**config.mk**
```make
export PLATFORM = sky130hd
export DESIGN_NAME = gam_winner_search
export DESIGN_NICKNAME = d
export VERILOG_FILES = /design/src/rtl/gam_winner_search_pkg.sv /design/src/rtl/gam_ed_lane_sum.sv /design/src/rtl/gam_winner_search.sv
export SDC_FILE = /design/constraint.sdc
export NUM_CORES = 1
export LEC_CHECK = 0
export ABC_AREA = 1
export CORE_ASPECT_RATIO = 0.5
export CORE_UTILIZATION = 45
export CTS_CLUSTER_SIZE = 30
export DETAILED_ROUTE_END_ITERATION = 8
export GPL_TIMING_DRIVEN = 0
export SLEW_MARGIN = 40
export SYNTH_ARGS = -nofsm -noshare
export SYNTH_HDL_FRONTEND = slang
export SYNTH_SLANG_ARGS = --single-unit
export TNS_END_PERCENT = 10
```
**constraint.sdc**
```tcl
create_clock -name clk -period 15.5 [get_ports clk]
set_clock_uncertainty 0.15 [all_clocks]
set_input_delay 3.1 -clock clk [delete_from_list [all_inputs] [get_ports clk]]
set_output_delay 3.1 -clock clk [all_outputs]
set_load 0.02 [all_outputs]
```
**src/rtl/gam_winner_search_pkg.sv**
```systemverilog
// Shared types and defaults for the GAM winner search.
// Holds the FSM state encoding and the squared-distance width helper.
package gam_winner_search_pkg;

  typedef enum logic [2:0] {
    S_IDLE,
    S_FETCH,
    S_WAIT,
    S_ACC,
    S_CMP,
    S_DONE
  } state_t;

  localparam int DIM_DEF      = 4;
  localparam int ELEM_W_DEF   = 8;
  localparam int LANES_DEF    = 2;
  localparam int NODE_MAX_DEF = 8;

  // Wide enough for DIM squared differences of ELEM_W-bit elements.
  function automatic int ed_width(input int elem_w, input int dim);
    return 2 * elem_w + $clog2(dim);
  endfunction

endpackage

```
**src/rtl/gam_ed_lane_sum.sv**
```systemverilog
// Combinational sum of squared absolute differences across LANES element pairs.
// Used once per accumulate beat; no state, no latency.
module gam_ed_lane_sum #(
  parameter int LANES  = 2,
  parameter int ELEM_W = 8,
  parameter int SUM_W  = 18
) (
  input  logic [LANES*ELEM_W-1:0] x_lanes,
  input  logic [LANES*ELEM_W-1:0] n_lanes,
  output logic [SUM_W-1:0]        sum
);

  function automatic logic [2*ELEM_W-1:0] sq_diff(input logic [ELEM_W-1:0] a,
                                                 input logic [ELEM_W-1:0] b);
    logic [2*ELEM_W-1:0] d;
    d = (a > b) ? {{ELEM_W{1'b0}}, a - b} : {{ELEM_W{1'b0}}, b - a};
    return d * d;
  endfunction

  always_comb begin
    sum = '0;
    for (int i = 0; i < LANES; i++) begin
      sum = sum + SUM_W'(sq_diff(x_lanes[i*ELEM_W +: ELEM_W], n_lanes[i*ELEM_W +: ELEM_W]));
    end
  end

endmodule

```
**src/rtl/gam_winner_search.sv**
```systemverilog
// Scans node memory for the two nodes nearest x_vec by squared Euclidean distance.
// Latency 1+N*(DIM/LANES+3) cycles; optional novelty flag under GAM_NOVELTY_EN.
module gam_winner_search
  import gam_winner_search_pkg::*;
#(
  parameter int DIM      = DIM_DEF,
  parameter int ELEM_W   = ELEM_W_DEF,
  parameter int LANES    = LANES_DEF,
  parameter int NODE_MAX = NODE_MAX_DEF,
  localparam int IDX_W   = $clog2(NODE_MAX),
  localparam int ED_W    = ed_width(ELEM_W, DIM)
) (
  input  logic                  clk,
  input  logic                  rst_n,
  input  logic                  start,
  input  logic [DIM*ELEM_W-1:0] x_vec,
  input  logic [IDX_W:0]        node_count,
  output logic                  mem_rd_en,
  output logic [IDX_W-1:0]      mem_rd_addr,
  input  logic [DIM*ELEM_W-1:0] mem_rd_data,
  output logic                  busy,
  output logic                  done,
  output logic [IDX_W-1:0]      min1_node,
  output logic [IDX_W-1:0]      min2_node,
  output logic [ED_W-1:0]       min1_ed,
  output logic [ED_W-1:0]       min2_ed,
  output logic                  min1_valid,
  output logic                  min2_valid
`ifdef GAM_NOVELTY_EN
  ,
  input  logic [ED_W-1:0]       th_in,
  output logic                  novel
`endif
);

  localparam int BEATS     = DIM / LANES;
  localparam int BEAT_W    = (BEATS > 1) ? $clog2(BEATS) : 1;
  localparam int LANE_BITS = LANES * ELEM_W;
  localparam logic [BEAT_W-1:0] BEAT_LAST = BEAT_W'(BEATS - 1);
  localparam logic [IDX_W:0]    NMAX      = (IDX_W + 1)'(NODE_MAX);

  state_t                state, state_nxt;
  logic [DIM*ELEM_W-1:0] x_reg, node_reg;
  logic [IDX_W:0]        n_reg, idx, count_clamped, idx_inc;
  logic [BEAT_W-1:0]     beat;
  logic [ED_W-1:0]       acc, lane_sum;

  assign count_clamped = (node_count > NMAX) ? NMAX : node_count;
  assign idx_inc       = idx + (IDX_W + 1)'(1);

  gam_ed_lane_sum #(
    .LANES (LANES),
    .ELEM_W(ELEM_W),
    .SUM_W (ED_W)
  ) u_lane_sum (
    .x_lanes(x_reg[beat*LANE_BITS +: LANE_BITS]),
    .n_lanes(node_reg[beat*LANE_BITS +: LANE_BITS]),
    .sum    (lane_sum)
  );

  always_ff @(posedge clk or negedge rst_n) begin
    if (!rst_n) state <= S_IDLE;
    else        state <= state_nxt;
  end

  always_comb begin
    state_nxt = state;
    case (state)
      S_IDLE:  if (start) state_nxt = (count_clamped == '0) ? S_DONE : S_FETCH;
      S_FETCH: state_nxt = S_WAIT;
      S_WAIT:  state_nxt = S_ACC;
      S_ACC:   if (beat == BEAT_LAST) state_nxt = S_CMP;
      S_CMP:   state_nxt = (idx_inc < n_reg) ? S_FETCH : S_DONE;
      S_DONE:  state_nxt = S_IDLE;
      default: state_nxt = S_IDLE;
    endcase
  end

  always_comb begin
    busy        = (state != S_IDLE);
    done        = (state == S_DONE);
    mem_rd_en   = (state == S_FETCH);
    mem_rd_addr = (state == S_FETCH) ? idx[IDX_W-1:0] : '0;
  end

  always_ff @(posedge clk or negedge rst_n) begin
    if (!rst_n) begin
      x_reg      <= '0;
      node_reg   <= '0;
      n_reg      <= '0;
      idx        <= '0;
      beat       <= '0;
      acc        <= '0;
      min1_node  <= '0;
      min2_node  <= '0;
      min1_ed    <= '0;
      min2_ed    <= '0;
      min1_valid <= 1'b0;
      min2_valid <= 1'b0;
    end else begin
      case (state)
        S_IDLE: if (start) begin
          x_reg      <= x_vec;
          n_reg      <= count_clamped;
          idx        <= '0;
          min1_node  <= '0;
          min2_node  <= '0;
          min1_ed    <= '1;
          min2_ed    <= '1;
          min1_valid <= 1'b0;
          min2_valid <= 1'b0;
        end
        S_WAIT: begin
          node_reg <= mem_rd_data;
          acc      <= '0;
          beat     <= '0;
        end
        S_ACC: begin
          acc  <= acc + lane_sum;
          beat <= beat + BEAT_W'(1);
        end
        S_CMP: begin
          idx <= idx_inc;
          // Strict compares: an equal later node never displaces an earlier one.
          if (acc < min1_ed) begin
            min2_node  <= min1_node;
            min2_ed    <= min1_ed;
            min2_valid <= min1_valid;
            min1_node  <= idx[IDX_W-1:0];
            min1_ed    <= acc;
            min1_valid <= 1'b1;
          end else if (acc < min2_ed) begin
            min2_node  <= idx[IDX_W-1:0];
            min2_ed    <= acc;
            min2_valid <= 1'b1;
          end
        end
        default: ;
      endcase
    end
  end

`ifdef GAM_NOVELTY_EN
  logic [ED_W-1:0] th_reg;
  logic            win_upd, win_valid;
  logic [ED_W-1:0] win_ed;

  // Look through the final CMP so novel is ready in the DONE cycle itself.
  assign win_upd   = (state == S_CMP) && (acc < min1_ed);
  assign win_valid = win_upd | min1_valid;
  assign win_ed    = win_upd ? acc : min1_ed;

  always_ff @(posedge clk or negedge rst_n) begin
    if (!rst_n) begin
      th_reg <= '0;
      novel  <= 1'b0;
    end else begin
      if (state == S_IDLE && start) begin
        th_reg <= th_in;
        novel  <= 1'b0;
      end
      if (state_nxt == S_DONE) begin
        novel <= (state == S_IDLE) ? 1'b1 : (!win_valid || (win_ed > th_reg));
      end
    end
  end
`endif

endmodule

```
==> results.sh, run 1 <==
export IMPL_status="finished, violations left"
export IMPL_failed_checks="DRC"
export IMPL_viasPerCell=5.03
export IMPL_end_kind="register"
export IMPL_hpwl_um=27500
export IMPL_diodes=0
export IMPL_worst_path_buf_inv=7
export IMPL_rsz0062_at_grt="false"
export IMPL_synth_ff_type="dfrtp_1"
export IMPL_drtIter0Drc=548
export IMPL_synth_largest_area_cell="dfrtp_1"
export IMPL_hold_class="register to register"
export IMPL_routedWlPerCell_um=14.2
export IMPL_tns_ps=0
export IMPL_synthCells=1803
export IMPL_clkLatencyLatePin_ps=440
export IMPL_htreeDepth=4
export IMPL_grt_max_degree=69
export IMPL_synth_edf_count=0
export IMPL_drtAntennaViolNets=0
export IMPL_synth_top_cell_area_share=0.254
export IMPL_cts_clk_slew_worst_paths_ps=60
export IMPL_cts_setup_buffers=0
export IMPL_die_area_mm2=0.0309
export IMPL_route_vias_total=11800
export IMPL_drt_total_wl_um=33300
export IMPL_fin_nets=2231
export IMPL_synth_cell_types=48
export IMPL_cts_tree="built"
export IMPL_synthTopCellsByCount="nand2_1 (488), inv_1 (235), ha_1 (160)"
export IMPL_crit_arrival_ps=9550
export IMPL_drv_slew=0
export IMPL_grt_pass1_wl_um=57100
export IMPL_die_height_um=125
export IMPL_dr_pass1_iters=7
export IMPL_synth_most_common_cell="nand2_1"
export IMPL_finalSetupViolCount=0
export IMPL_critPathTopFamily="adder cells"
export IMPL_fmax_ghz=0.107
export IMPL_grt_total_usage=0.229
export IMPL_post_cts_resized=0
export IMPL_cp_max_fo=10
export IMPL_maxCapViolCount=0
export IMPL_drc=3
export IMPL_synthTopCellsByArea="dfrtp_1 (25%), ha_1 (15%), nand2_1 (13%)"
export IMPL_drive_above_1_share=0.0986
export IMPL_num_rows=44
export IMPL_syn_nets=2090
export IMPL_cp_required_ps=15680
export IMPL_overflow=0
export IMPL_grt_pass1_vias=11700
export IMPL_routabilityCongestion=0.893
export IMPL_ys_warn_count=0
export IMPL_syn_area_per_cell_um2=7.53
export IMPL_finalHoldViolations=0
export IMPL_syn_area_mm2=0.0136
export IMPL_core_mm2=0.0293
export IMPL_synthArstFlopShare=1.00
export IMPL_crit_top_cell="nand2_1"
export IMPL_numCtsBuffers=17
export IMPL_die_width_um=248
export IMPL_clk_path_buf_depth=2
export IMPL_ys_ff_latch=138
export IMPL_cp_slowest_cell="fa_1"
export IMPL_worstSetupPathType="register to register"
export IMPL_syn2layout_area_growth_pct=17.2
export IMPL_clock_sinks=138
export IMPL_initial_core_util=0.463
export IMPL_synth_seq_area_share=0.254
export IMPL_crit_path_start_kind="register"
export IMPL_maxSlewHeadroom=0.623
export IMPL_antenna_found_initial=0
export IMPL_worst_pin_slew_ps=560
export IMPL_min_period_ps=9370
export IMPL_slowest_delay_ps=550
export IMPL_fin_crit_sh=0.605
export IMPL_io_buffers=120
export IMPL_ios=121
export IMPL_postCtsHoldBufs=0
export IMPL_clock_tree_root_cell="clkbuf_16"
## layout make-up
class | count | area [um^2]
Buffer | 45 | 238
Clock buffer | 19 | 453
Clock inverter | 13 | 133
Fill cell | 2923 | 13400
Inverter | 249 | 940
Multi-Input combinational cell | 1371 | 8950
Sequential cell | 138 | 3450
Tap cell | 391 | 489
Timing Repair Buffer | 122 | 1260
## metal layers
metal / track usage / vias to the layer above / part of all wire
li1: - / 6113 / -
met1: 0.316 / 5511 / 0.50
met4: 0.0466 / 0 / 0.0090
met2: 0.379 / 175 / 0.46
met3: 0.0334 / 23 / 0.033
met5: 0 / - / 0
## metrics by stage
stage	setup WS, ps	std cells	utilization	area, um^2	hold slack, ps
floorplan	7630	1803	-	13600	284
finish	6130	2348	0.542	15900	316
global placement	5510	2314	0.520	15300	300
detailed placement	6080	2316	0.522	15300	303
CTS	6010	2348	0.542	15900	318
global route	5230	2348	0.542	15900	333
## worst min-delay path, stage by stage, from the launching register on
cell	delay (ps)
dfrtp_1	340
nand2_1	50
nand2_1	40
## kinds of logic (layout without fill, tap and decap cells)
kind of cell,Yosys count,after routing,share of synthesized area
mux,34,34,0.0280
fa+ha+maj,216,216,0.230
buf+inv,294,448,0.0867
flops,138,138,0.254
compound gates,253,253,0.105
xor+xnor,48,48,0.0310
simple gates,820,820,0.265
## final timing paths
| kind | startpoint | cells past startpoint | end | slack [ps] |
|---|---|---|---|---|
| worst min register to register | x_reg[5] | 2 | x_reg[5] | 320 |
| min in group asynchronous | rst_n | 1 | x_reg[26] | 2320 |
| worst max register to register | beat | 44 | acc[15] | 6130 |
| worst max-delay path | beat | 44 | acc[15] | 6130 |
| max in group asynchronous | rst_n | 3 | acc[14] | 11970 |
| worst min-delay path | x_reg[5] | 2 | x_reg[5] | 320 |
## placed cells by master, fill, tap and decap left out, types with 16 or more instances in the layout
cell type and instances:
ha_1 160, inv_1 235, nand2_1 488, xor2_1 26, fa_1 56, mux2_2 32
a21oi_1 92, nand2_2 16, clkbuf_1 17, dfrtp_1 138, buf_2 19, nand4_1 36
o21ai_0 101, xnor2_1 22, nor2_1 111, nand3_1 97, clkdlybuf4s50_1 119, or2_2 33
clkbuf_16 17
Power of run 1 is not shown: default switching activity piles up to over one toggle a cycle in this logic, so the estimate is an artifact.
==> inputs of run 2 (changes only) <==
- clock period: 15.5 -> 9.7 ns (I/O delays scaled with it)
==> results.sh, run 2 (same netlist as run 1, synthesis figures left out) <==
export IMPL_drc=3
export IMPL_dpl_cell_count=2316
export IMPL_route_vias_total=11800
export IMPL_tns_ps=0
export IMPL_maxSlewHeadroom=0.623
export IMPL_num_rows=44
export IMPL_cp_max_fo=10
export IMPL_startpoint="beat"
export IMPL_crit_top_cell="nand2_1"
export IMPL_end_kind="register"
export IMPL_wl_met2_um=15200
export IMPL_utilization=0.544
export IMPL_clkLatencyLatePin_ps=440
export IMPL_clock_sinks=138
export IMPL_fin_crit_sh=0.927
export IMPL_numCtsBuffers=17
export IMPL_fmax_ghz=0.111
export IMPL_cp_slowest_cell="fa_1"
export IMPL_clk_path_buf_depth=2
export IMPL_htreeDepth=4
export IMPL_highest_layer="met4"
export IMPL_drive_above_1_share=0.107
export IMPL_cp_required_ps=9880
export IMPL_fin_nets=2231
export IMPL_overflow=0
export IMPL_dr_wl_met3_um=1150
export IMPL_drt_total_wl_um=33300
export IMPL_grt_pass1_vias=11700
export IMPL_final_common_cell="nand2_1"
export IMPL_grt_total_usage=0.229
export IMPL_die_width_um=248
export IMPL_final_cell_count_no_fill=2348
export IMPL_worst_pin_slew_ps=559
export IMPL_die_area_mm2=0.0309
export IMPL_maxCapViolCount=0
export IMPL_drtAntennaViolNets=0
export IMPL_routabilityCongestion=0.893
export IMPL_io_buffers=120
export IMPL_hpwl_um=27500
export IMPL_failed_checks="DRC"
export IMPL_cts_clk_slew_worst_paths_ps=60
export IMPL_status="finished, violations left"
export IMPL_endpoint="acc[17]"
export IMPL_core_mm2=0.0293
export IMPL_r2r_cells=46
export IMPL_initial_core_util=0.463
export IMPL_mostFrequentLayoutCells="nand2_1 (488), inv_1 (232), ha_1 (159)"
export IMPL_syn2layout_area_growth_pct=17.5
export IMPL_slowest_delay_ps=560
export IMPL_grt_pass1_wl_um=57100
export IMPL_rrSetupSlack_ps=710
export IMPL_met1Wirelength_um=16600
export IMPL_cts_tree="built"
export IMPL_die_height_um=125
export IMPL_worstReg2RegEnd="acc[17]"
export IMPL_routedWlPerCell_um=14.2
export IMPL_hold_class="register to register"
export IMPL_r2r_start="beat"
export IMPL_min_period_ps=8990
export IMPL_finalSetupViolCount=0
export IMPL_viasPerCell=5.03
export IMPL_crit_path_start_kind="register"
export IMPL_drv_slew=0
export IMPL_finalHoldViolations=0
export IMPL_worstSetupPathType="register to register"
export IMPL_ios=121
export IMPL_crit_arrival_ps=9160
export IMPL_antenna_found_initial=0
export IMPL_clock_tree_root_cell="clkbuf_16"
export IMPL_dr_pass1_iters=7
export IMPL_grt_max_degree=69
export IMPL_drtIter0Drc=584
export IMPL_diodes=0
## run 2: cell counts in the layout (fill, tap and decap cells not counted)
No cell type changed its count.
## run 2: timing repair
action / CTS / global route
resized for setup: 0 / 24
setup endpoints to repair: 0 / 7
hold buffers: 0 / 0
buffers inserted: 0 / 0
## run 2: how the worst min path moves through the flow
| stage | startpoint | slack, ps | cells past startpoint | to |
|---|---|---|---|---|
| 2_1_floorplan | x_reg[16] | 280 | 2 | x_reg[16] |
| 3_3_place_gp | x_reg[0] | 300 | 2 | x_reg[0] |
| 3_5_place_dp | x_reg[13] | 300 | 2 | x_reg[13] |
| 4_1_cts | x_reg[0] | 320 | 2 | x_reg[0] |
| 5_1_grt | x_reg[17] | 330 | 2 | x_reg[17] |
| 6_report | x_reg[5] | 320 | 2 | x_reg[5] |
## run 2: final cells by class
| cell class | count | area (um^2) |
|---|---|---|
| Buffer | 45 | 240 |
| Tap cell | 391 | 489 |
| Sequential cell | 138 | 3450 |
| Fill cell | 2923 | 13400 |
| Timing Repair Buffer | 122 | 1260 |
| Clock buffer | 19 | 453 |
| Multi-Input combinational cell | 1371 | 8980 |
| Clock inverter | 13 | 133 |
| Inverter | 249 | 940 |
## run 2: metal layers
| metal | up-vias | GRT usage |
|---|---|---|
| met5 | - | 0 |
| met2 | 173 | 0.379 |
| met4 | 0 | 0.0466 |
| met3 | 22 | 0.0334 |
| met1 | 5502 | 0.316 |
| li1 | 6119 | - |
## run 2: stage by stage
stage	cell area, um^2	setup slack (ps)	hold WS, ps
5_1_grt	16000	-2.96	333
3_3_place_gp	15300	291	300
3_5_place_dp	15300	282	303
4_1_cts	15900	210	318
2_1_floorplan	13600	1830	284
6_report	16000	711	316
## run 2: critical path: cells and delay by family (launching register included)
family,cells,cell delay [ps]
buffers and inverters,8,780
AND/OR/NAND/NOR,21,2130
adder cells (fa/ha/maj),8,3610
flip-flops,1,450
AO/OA/AOI/OAI,8,1400
XOR/XNOR,1,340
Power of run 2 is left out for the same reason.
